`src/rtl/systolic_feeder.sv`:
```
// systolic_feeder: operand transmitter for a 4x4 systolic multiplier array.
// Holds matrices A and B, which are loaded through a word-write port.
// On start the block clears the array, then streams skewed A rows into the
// left edge and skewed B columns into the top edge. It then waits for the
// array's done, or aborts on timeout.
// Optional feature: define FEED_PERF_CNT_EN to add a cycles_o [15:0]
// performance counter.
module systolic_feeder #(
    parameter int DATA_WIDTH = 32,
    parameter int TIMEOUT    = 64
) (
    input  logic                  clk_i,
    input  logic                  rst_i,
    input  logic                  wr_en_i,
    input  logic                  wr_sel_i,
    input  logic [3:0]            wr_addr_i,
    input  logic [DATA_WIDTH-1:0] wr_data_i,
    input  logic                  start_i,
    input  logic                  done_i,
    output logic                  arr_rst_no,
    output logic [DATA_WIDTH-1:0] left_o_0,
    output logic [DATA_WIDTH-1:0] left_o_4,
    output logic [DATA_WIDTH-1:0] left_o_8,
    output logic [DATA_WIDTH-1:0] left_o_12,
    output logic [DATA_WIDTH-1:0] up_o_0,
    output logic [DATA_WIDTH-1:0] up_o_1,
    output logic [DATA_WIDTH-1:0] up_o_2,
    output logic [DATA_WIDTH-1:0] up_o_3,
    output logic                  busy_o,
    output logic                  done_o,
`ifdef FEED_PERF_CNT_EN
    output logic [15:0]           cycles_o,
`endif
    output logic                  err_o
);

    localparam int CW = $clog2(TIMEOUT + 1);

    typedef enum logic [2:0] {S_IDLE, S_CLR, S_FEED, S_WAIT, S_DONE} state_t;

    state_t                          r_state, w_state_nxt;
    logic [2:0]                      r_t, w_t_nxt;
    logic [CW-1:0]                   r_to_cnt;
    logic                            w_timeout;
    logic [15:0][DATA_WIDTH-1:0]     r_a, r_b;
    logic [3:0][DATA_WIDTH-1:0]      w_left, w_up;

    // Next-state and feed-step sequencing
    always_comb begin
        w_state_nxt = r_state;
        w_t_nxt     = r_t;
        w_timeout   = 1'b0;
        case (r_state)
            S_IDLE: if (start_i) w_state_nxt = S_CLR;
            S_CLR: begin
                w_state_nxt = S_FEED;
                w_t_nxt     = 3'd0;
            end
            S_FEED: begin
                if (r_t == 3'd6) begin
                    w_state_nxt = S_WAIT;
                    w_t_nxt     = 3'd0;
                end else begin
                    w_t_nxt = r_t + 3'd1;
                end
            end
            S_WAIT: begin
                if (done_i) begin
                    w_state_nxt = S_DONE;
                end else if (r_to_cnt == CW'(TIMEOUT)) begin
                    w_state_nxt = S_DONE;
                    w_timeout   = 1'b1;
                end
            end
            S_DONE: w_state_nxt = S_IDLE;
            default: w_state_nxt = S_IDLE;
        endcase
    end

    // Lane values for the upcoming step; outputs are registered from these
    // values, so the lanes change on the same edge as the state.
    always_comb begin
        w_left = '0;
        w_up   = '0;
        if (w_state_nxt == S_FEED) begin
            for (int i = 0; i < 4; i++) begin
                if ((int'(w_t_nxt) - i) >= 0 && (int'(w_t_nxt) - i) <= 3) begin
                    w_left[i] = r_a[4'(i * 4 + int'(w_t_nxt) - i)];
                    w_up[i]   = r_b[4'((int'(w_t_nxt) - i) * 4 + i)];
                end
            end
        end
    end

    // State register, step counter and the wait-done timeout counter.
    // The counter is held at zero outside WAIT_DONE and saturates at TIMEOUT.
    always_ff @(posedge clk_i) begin
        if (rst_i) begin
            r_state  <= S_IDLE;
            r_t      <= 3'd0;
            r_to_cnt <= '0;
        end else begin
            r_state <= w_state_nxt;
            r_t     <= w_t_nxt;
            if (r_state != S_WAIT)
                r_to_cnt <= '0;
            else if (r_to_cnt != CW'(TIMEOUT))
                r_to_cnt <= r_to_cnt + 1'b1;
        end
    end

    // Matrix storage, writable only while idle
    always_ff @(posedge clk_i) begin
        if (rst_i) begin
            r_a <= '0;
            r_b <= '0;
        end else if (r_state == S_IDLE && wr_en_i) begin
            if (wr_sel_i) r_b[wr_addr_i] <= wr_data_i;
            else          r_a[wr_addr_i] <= wr_data_i;
        end
    end

    // Registered outputs derived from the next state
    always_ff @(posedge clk_i) begin
        if (rst_i) begin
            left_o_0   <= '0;
            left_o_4   <= '0;
            left_o_8   <= '0;
            left_o_12  <= '0;
            up_o_0     <= '0;
            up_o_1     <= '0;
            up_o_2     <= '0;
            up_o_3     <= '0;
            arr_rst_no <= 1'b1;
            busy_o     <= 1'b0;
            done_o     <= 1'b0;
            err_o      <= 1'b0;
        end else begin
            left_o_0   <= w_left[0];
            left_o_4   <= w_left[1];
            left_o_8   <= w_left[2];
            left_o_12  <= w_left[3];
            up_o_0     <= w_up[0];
            up_o_1     <= w_up[1];
            up_o_2     <= w_up[2];
            up_o_3     <= w_up[3];
            arr_rst_no <= (w_state_nxt != S_CLR);
            busy_o     <= (w_state_nxt != S_IDLE);
            done_o     <= (w_state_nxt == S_DONE);
            if (w_state_nxt == S_CLR) err_o <= 1'b0;
            else if (w_timeout)       err_o <= 1'b1;
        end
    end

`ifdef FEED_PERF_CNT_EN
    logic [15:0] r_cycles;

    // Count cycles spent in CLR/FEED/WAIT_DONE since start acceptance.
    // The counter saturates, and holds its value once the run is done.
    always_ff @(posedge clk_i) begin
        if (rst_i)
            r_cycles <= '0;
        else if (r_state == S_IDLE && start_i)
            r_cycles <= '0;
        else if ((r_state == S_CLR || r_state == S_FEED || r_state == S_WAIT)
                 && r_cycles != 16'hFFFF)
            r_cycles <= r_cycles + 16'd1;
    end

    assign cycles_o = r_cycles;
`endif

endmodule

```
`config.mk`:
```
export PLATFORM = sky130hd
export DESIGN_NAME = systolic_feeder
export DESIGN_NICKNAME = d
export VERILOG_FILES = /design/src/rtl/systolic_feeder.sv
export SDC_FILE = /design/constraint.sdc
export NUM_CORES = 2
export LEC_CHECK = 0
export CAP_MARGIN = 15
export CORE_UTILIZATION = 55
export CTS_BUF_LIST = sky130_fd_sc_hd__clkbuf_16
export DETAILED_ROUTE_END_ITERATION = 10
export PLACE_DENSITY = 0.84
export SLEW_MARGIN = 30
export SYNTH_ARGS = -nofsm -noshare
export SYNTH_HDL_FRONTEND = slang
export SYNTH_SLANG_ARGS = --single-unit
export TNS_END_PERCENT = 5
```
`constraint.sdc`:
```
create_clock -name clk_i -period 4.75 [get_ports clk_i]
set_input_delay 0.95 -clock clk_i [delete_from_list [all_inputs] [get_ports clk_i]]
set_output_delay 0.95 -clock clk_i [all_outputs]
set_load 0.005 [all_outputs]
```
Word-level counts from Yosys, hierarchy flattened
Index checks and enable logic that the tools add are counted.
{"block": "classes", "add_sub_neg": 14, "n_lt_le_gt_ge": 18, "eq_ne": 11, "mux": 37, "bitwise_logic": 6, "reduce_logical": 16}
{"operator": "bitwise mux 512 bit", "n": 2}
{"operator": "binary-select mux 32 bit (select 4 bit)", "n": 6}
{"operator": "2-to-1 mux 32 bit", "n": 16}
{"operator": "demux 32 bit (select 4 bit)", "n": 1}
{"operator": "binary-select mux 32 bit (select 3 bit)", "n": 1}
{"operator": "binary-select mux 32 bit (select 2 bit)", "n": 1}
{"operator": "< comparator 4 x 6 -> 1 bit, second input constant", "n": 7}
{"operator": ">= comparator 4 x 1 -> 1 bit, second input constant", "n": 4}
{"operator": "2-to-1 mux 3 bit", "n": 5}
{"operator": "<= comparator 4 x 3 -> 1 bit, second input constant", "n": 3}
{"operator": "case mux 3 bit (4 select lines)", "n": 1}
{"operator": "OR reduction 3 bit", "n": 4}
{"operator": "equality test 3 x 2 -> 1 bit, second input constant", "n": 3}
{"operator": "adder 4 x 3 -> 4 bit, first input constant", "n": 2}
{"operator": "adder 4 x 3 -> 4 bit, second input constant", "n": 2}
{"operator": "subtractor 3 x 2 -> 4 bit, second input constant", "n": 2}
{"operator": "subtractor 4 x 2 -> 4 bit, second input constant", "n": 2}
{"operator": "adder 7 x 1 -> 7 bit, second input constant", "n": 1}
{"operator": "equality test 7 bit, second input constant", "n": 1}
{"operator": "!= test 7 bit, second input constant", "n": 1}
{"operator": "equality test 3 x 1 -> 1 bit, second input constant", "n": 2}
{"operator": "equality test 3 bit, second input constant", "n": 2}
{"operator": "logical AND 1 bit", "n": 6}
{"operator": "inverter 1 bit", "n": 6}
{"operator": "other kinds (17)", "n": 21}
{"block": "word_totals", "regBits": 1297, "in_bits": 42, "out_inout_bits": 260, "word_cells": 149}

Longest topological paths before layout
{"block": "depth", "depth_word": 8, "depth_mapped": 15, "ltp_nobuf": 9}

Worst setup path after synthesis
No wires, ideal clock.
{"block": "synth_timing", "path_type": "reg-to-reg", "start": "register r_state[2]", "end": "register left_o_4[10]", "setup_ps": 65, "arrival_ps": 3458, "required_ps": 4685, "setup_slack_ps": 1228, "path_stages_with_launch": 14, "n_path_buf": 6, "synth_period_minus_slack_ps": 3522, "path_cell_list": "dfxtp_1 -> buf_2 -> nor4b_1 -> o21ai_1 -> nand2_1 -> clkbuf_1 -> clkbuf_1 -> ha_1 -> clkbuf_1 -> buf_2 -> clkbuf_1 -> mux2i_1 -> mux4_2 -> nor2_1"}
{"block": "synth_between", "elab_chain_len": 7, "word_cells_on_any_way": 23, "cone_classes": "add/sub (3); order compare (2); eq/ne (4); mux (9); bitwise (2); reduce/logical (3)"}
{"item": "from (decl)", "line": "41", "rtl": "state_t r_state, w_state_nxt;"}
{"item": "from (signal assigned)", "line": "103", "rtl": "r_state <= w_state_nxt;"}
{"item": "equality test 3 x 2 -> 1 bit / equality test 3 x 1 -> 1 bit (equally long branches)", "line": "53", "rtl": "case (r_state)"}
{"item": "case mux 3 bit (2 select lines)", "line": "53"}
{"item": "adder 3 x 3 -> 4 bit / subtractor 3 x 1 -> 4 bit (equally long branches)"}
{"item": "subtractor 4 x 1 -> 4 bit, or another cell as far along", "line": "88", "rtl": "w_left[i] = r_a[4'(i * 4 + int'(w_t_nxt) - i)];"}
{"item": "binary-select mux 32 bit (select 4 bit) / logical AND 1 bit (equally long branches)", "line": "88, 87"}
{"item": "2-to-1 mux 32 bit (implied by the code) / inverter 1 bit (equally long branches)"}
{"item": "2-to-1 mux 32 bit (implied by the code) / OR reduction 3 bit (equally long branches)"}
{"item": "to (signal assigned)", "line": "140", "rtl": "left_o_4 <= w_left[1];"}
{"item": "to (decl)", "line": "22", "rtl": "output logic [DATA_WIDTH-1:0] left_o_4,"}
Parallel ways exist; a longest one is shown, timed or not. The select of a mux whose other input is x is not followed.
A chain may end at the register's enable or synchronous reset.

Worst setup path after layout
{"block": "layout_timing", "start": "register r_state[1]", "end": "register left_o_8[8]"}
{"block": "layout_between", "elab_chain_len": 7, "word_cells_on_any_way": 23, "cone_classes": "add/sub (3); order compare (2); eq/ne (4); mux (9); bitwise (2); reduce/logical (3)"}
{"item": "equality test 3 x 2 -> 1 bit / equality test 3 x 1 -> 1 bit (equally long branches)", "line": "53"}
{"item": "case mux 3 bit (2 select lines)", "line": "53"}
{"item": "adder 4 x 3 -> 4 bit / subtractor 3 x 2 -> 4 bit (equally long branches)"}
{"item": "subtractor 4 x 2 -> 4 bit, or another cell as far along", "line": "88"}
{"item": "binary-select mux 32 bit (select 4 bit) / logical AND 1 bit (equally long branches)", "line": "88, 87"}
{"item": "2-to-1 mux 32 bit (implied by the code) / inverter 1 bit (equally long branches)"}
{"item": "2-to-1 mux 32 bit (implied by the code) / OR reduction 3 bit (equally long branches)"}
{"item": "to (signal assigned)", "line": "141", "rtl": "left_o_8 <= w_left[2];"}
{"item": "to (decl)", "line": "23", "rtl": "output logic [DATA_WIDTH-1:0] left_o_8,"}
Parallel ways exist; a longest one is shown, timed or not. The select of a mux whose other input is x is not followed.

==> impl_metrics.prom <==
# TYPE chip_impl_metric gauge
chip_impl_metric{name="arrival",unit="ps"} 4800
chip_impl_metric{name="detail_route.drc_violations",unit=""} 0
chip_impl_metric{name="timing.max_slew.rel_slack",unit="%"} 27.5
chip_impl_metric{name="timing_hold_violations_final",unit=""} 0
chip_impl_metric{name="ys_warns",unit=""} 0
chip_impl_info{name="crit-reg2reg-launch",value="r_state[1]"} 1
chip_impl_metric{name="min_delay_path_depth",unit=""} 2
chip_impl_metric{name="post-cts-setup-buffers",unit=""} 0
chip_impl_metric{name="power.density_cell_area",unit="nW/um2"} 374
chip_impl_metric{name="grt.total_usage",unit="%"} 33.1
chip_impl_metric{name="drive_gt1_share",unit="%"} 7.45
chip_impl_metric{name="antenna_left",unit=""} 0
chip_impl_metric{name="period_share",unit="%"} 86.8
chip_impl_metric{name="library_cells_used_by_synthesis",unit=""} 54
chip_impl_metric{name="design_power_total",unit="uW"} 22700
chip_impl_metric{name="fin_nets",unit=""} 6483
chip_impl_info{name="hp-start",value="r_b[253]"} 1
chip_impl_metric{name="io_pins",unit=""} 302
chip_impl_metric{name="io_buffer_count",unit=""} 301
chip_impl_metric{name="synth_seq_area_share",unit="%"} 48.7
chip_impl_metric{name="syn_avg_cell_area",unit="um2"} 8.21
chip_impl_metric{name="clkSlewWorstSetupHoldPaths",unit="ps"} 60
chip_impl_info{name="critPathLaunch",value="r_state[1]"} 1
chip_impl_metric{name="cts_sinks",unit=""} 1297
chip_impl_info{name="crit_path_top_delay_cell",value="sky130_fd_sc_hd__buf_4"} 1
chip_impl_metric{name="required",unit="ps"} 5430
chip_impl_info{name="hold_end",value="r_b[253]"} 1
chip_impl_metric{name="number_of_flops_mapped_to_enable_cells_by_yosys",unit=""} 0
chip_impl_metric{name="crit_path_max_incr_delay",unit="ps"} 810
chip_impl_metric{name="tns",unit="ps"} 0
chip_impl_metric{name="overflow",unit=""} 0
chip_impl_metric{name="final-max-slew-violation-count",unit=""} 0
chip_impl_metric{name="cts_inserted_buffers",unit=""} 132
chip_impl_metric{name="drt_first_pass_iters",unit=""} 9
chip_impl_info{name="worst_path_dominant_cell_family",value="buffers and inverters"} 1
chip_impl_metric{name="async_flop_share",unit="%"} 0
chip_impl_metric{name="r2r_slack",unit="ps"} 630
chip_impl_metric{name="max-clock-path-buffers",unit=""} 3
chip_impl_metric{name="crit_path_max_fanout",unit=""} 86
chip_impl_info{name="min-delay-path-class",value="reg2reg"} 1
chip_impl_metric{name="area_growth_syn_to_layout",unit="%"} 13.9
chip_impl_metric{name="chipHeight",unit="um"} 313
chip_impl_metric{name="vias",unit=""} 47500
chip_impl_metric{name="nFillCells",unit=""} 7503
chip_impl_info{name="rsz_0062_raised_after_global_routing",value="no"} 1
chip_impl_metric{name="cts-htree-levels",unit=""} 4
chip_impl_metric{name="grt_pass1_vias",unit=""} 44700
chip_impl_metric{name="syn-num-nets",unit=""} 6543
chip_impl_info{name="status",value="finished, final reports clean"} 1
chip_impl_info{name="synth_top_flop_cell",value="sky130_fd_sc_hd__dfxtp_1"} 1
chip_impl_metric{name="r2r_cells",unit=""} 9
chip_impl_info{name="cts.root.buffer_cell",value="sky130_fd_sc_hd__clkbuf_16"} 1
chip_impl_metric{name="synth_cells",unit=""} 6492
chip_impl_info{name="r2r-end",value="left_o_8[8]"} 1
chip_impl_metric{name="core_footprint",unit="um2"} 95400
chip_impl_metric{name="grt_max_degree",unit=""} 215
chip_impl_metric{name="setup_ws",unit="ps"} 626
chip_impl_metric{name="clock.fmax",unit="GHz"} 0.242
chip_impl_metric{name="floorplan.rows",unit=""} 113
chip_impl_metric{name="cts_repair_resize_count",unit=""} 0
chip_impl_metric{name="wire_per_inst",unit="um"} 21.7
chip_impl_metric{name="floorplan.initialDensity",unit="%"} 55.9
chip_impl_metric{name="setup-violations-final",unit=""} 0
chip_impl_metric{name="cp_buf_inv_count",unit=""} 4
chip_impl_metric{name="static-leakage-power",unit="uW"} 0.0197
chip_impl_metric{name="finish.utilization",unit="%"} 63.6
chip_impl_metric{name="antenna_found_initial",unit=""} 11
chip_impl_metric{name="grt_pass1_wl",unit="um"} 255000
chip_impl_info{name="crit_top_cell",value="sky130_fd_sc_hd__buf_4"} 1
chip_impl_metric{name="die_area",unit="um2"} 98200
chip_impl_metric{name="holdBufCountCts",unit=""} 0
chip_impl_metric{name="vdd.ir_drop.worst",unit="mV"} 0.403
chip_impl_metric{name="fin_crit",unit="ps"} 4120
chip_impl_info{name="tritoncts_clock_tree",value="done"} 1
chip_impl_metric{name="worst_clk_skew",unit="ps"} 33.4
chip_impl_metric{name="chipWidth",unit="um"} 313
chip_impl_metric{name="tightestPinTransition",unit="ps"} 1090
chip_impl_metric{name="postSynthRegisterBits",unit=""} 1297
chip_impl_metric{name="dp_worst_setup_slack",unit="ps"} 781
chip_impl_info{name="launching_element_type_of_the_critical_path",value="register"} 1
chip_impl_metric{name="vias_per_cell",unit=""} 6.09
chip_impl_info{name="setup.worst_path.end_class",value="register"} 1
chip_impl_metric{name="timing.hold.ws",unit="ps"} 448
chip_impl_metric{name="worst_skew_pair.late_latency",unit="ps"} 760
chip_impl_metric{name="synth_area",unit="um2"} 53300
chip_impl_metric{name="wl",unit="um"} 169000
chip_impl_metric{name="drtIter0Drc",unit=""} 6558
chip_impl_metric{name="maxCapViolations",unit=""} 0
chip_impl_metric{name="place.detailed.hpwl",unit="um"} 92300
chip_impl_info{name="worstSetupPathType",value="reg2reg"} 1
chip_impl_info{name="cp_cell_sequence",value="inv_1 -> o311ai_2 -> nand2_4 -> inv_8 -> buf_4 -> buf_4 -> nand2_1 -> a32oi_1 -> and3_1"} 1
chip_impl_metric{name="place.gp.congestion",unit=""} 0.845
[worst reg2reg max path, delay by kind of cell, from the launching register on]
kind,cells,cell delay (ps)
buffers and inverters,4,1970
AOI/OAI and AO/OA,2,860
and+or+nand+nor,3,660
DFF,1,580
[sequential cells by signal, summed over array words and instances (netlist names)]
signal	count
up_o_1	32
left_o_4	32
left_o_8	32
r_t	3
r_a	512
left_o_0	32
r_state	3
up_o_2	32
busy_o	1
done_o	1
arr_rst_no	1
up_o_0	32
r_b	512
left_o_12	32
r_to_cnt	7
err_o	1
up_o_3	32
[synth_stat cells, drive strengths merged, types with 64 or more instances]
library cell	instances	area [um2]
buf	144	856
nand2	2172	8150
a311oi	64	742
dfxtp	1297	26000
mux2i	481	4810
nor2b	66	413
nand3	175	876
clkbuf	453	1700
nor2	379	1420
a21oi	780	3900
mux4	68	1530
and3	130	813
[cells in the final DEF (no fill, tap or decap), drive strengths merged, types with 2 or more instances in the layout]
master,n
mux4,68
a21o,3
clkdlybuf4s50,274
a221oi,6
a32oi,32
nor2,379
o211ai,48
xnor2,2
diode,6
clkinvlp,3
nor3,8
nor2b,66
buf,129
nor3b,3
mux2,10
bufinv,12
a31oi,35
a211oi,34
or2,6
o21ai,37
nand2,2172
a21oi,780
a311oi,64
or4b,2
mux2i,481
nand2b,7
and3,130
inv,37
and2,7
xor2,5
clkbuf,135
o22ai,5
ha,9
nand4,3
nand3b,2
dfxtp,1297
nand3,175
or3b,4
clkinv,56
[layout make-up]
cell class                      instances  area (um2)  share of cell area, %
Multi-Input combinational cell       4591       25000                   41.2
Tap cell                             1265        1580                   2.61
Inverter                                7        40.0                 0.0660
Sequential cell                      1297       26000                   42.8
Clock inverter                        101         833                   1.37
Timing Repair Buffer                  403        3890                   6.41
Antenna cell                            6        15.0                 0.0247
Clock buffer                          135        3380                   5.57
[per-stage QoR]
| stage | cell area (um2) | cells |
|---|---|---|
| floorplan | 53300 | 6492 |
| detailed placement | 56400 | 7561 |
| global route | 60700 | 7800 |
| finish | 60700 | 7805 |
| global placement | 56300 | 7558 |
| CTS | 60600 | 7797 |
[per-layer routing]
metal | part of all wire, % | global-route usage [%] | vias to the layer above
met2 | 45 | 52.0 | 2886
met3 | 11 | 7.55 | 562
met1 | 37 | 41.2 | 22600
met5 | 0.022 | 0 | -
met4 | 6.2 | 20.8 | 6
li1 | - | - | 21500
[worst max-delay path by stage]
stage               slack [ps]           end  cells past startpoint
floorplan                 1230  left_o_4[10]                     13
global placement           990   left_o_8[6]                      9
detailed placement         780   left_o_8[8]                      9
CTS                        760   left_o_8[8]                      9
global route               410  left_o_8[22]                      9
finish                     630   left_o_8[8]                      9
[where the power goes]
group          switching [uW]  internal (uW)  total [uW]
sequential               53.0          11000       11000
clock                    4370           5820       10200
combinational            1130            405        1530
[cell families (layout without fill, tap and decap cells)]
group,count (synthesis),count (layout),share of synthesized area (%)
AO/OA/AOI/OAI,1049,1049,11.5
XOR/XNOR,7,7,0.115
adder cells (fa/ha/maj),9,9,0.211
buffers and inverters,604,646,4.85
flip-flops,1297,1297,48.7
multiplexers,559,559,12.1
other,0,6,0
AND/OR/NAND/NOR,2967,2967,22.5
No activity file was read; power rests on OpenSTA's default activity.
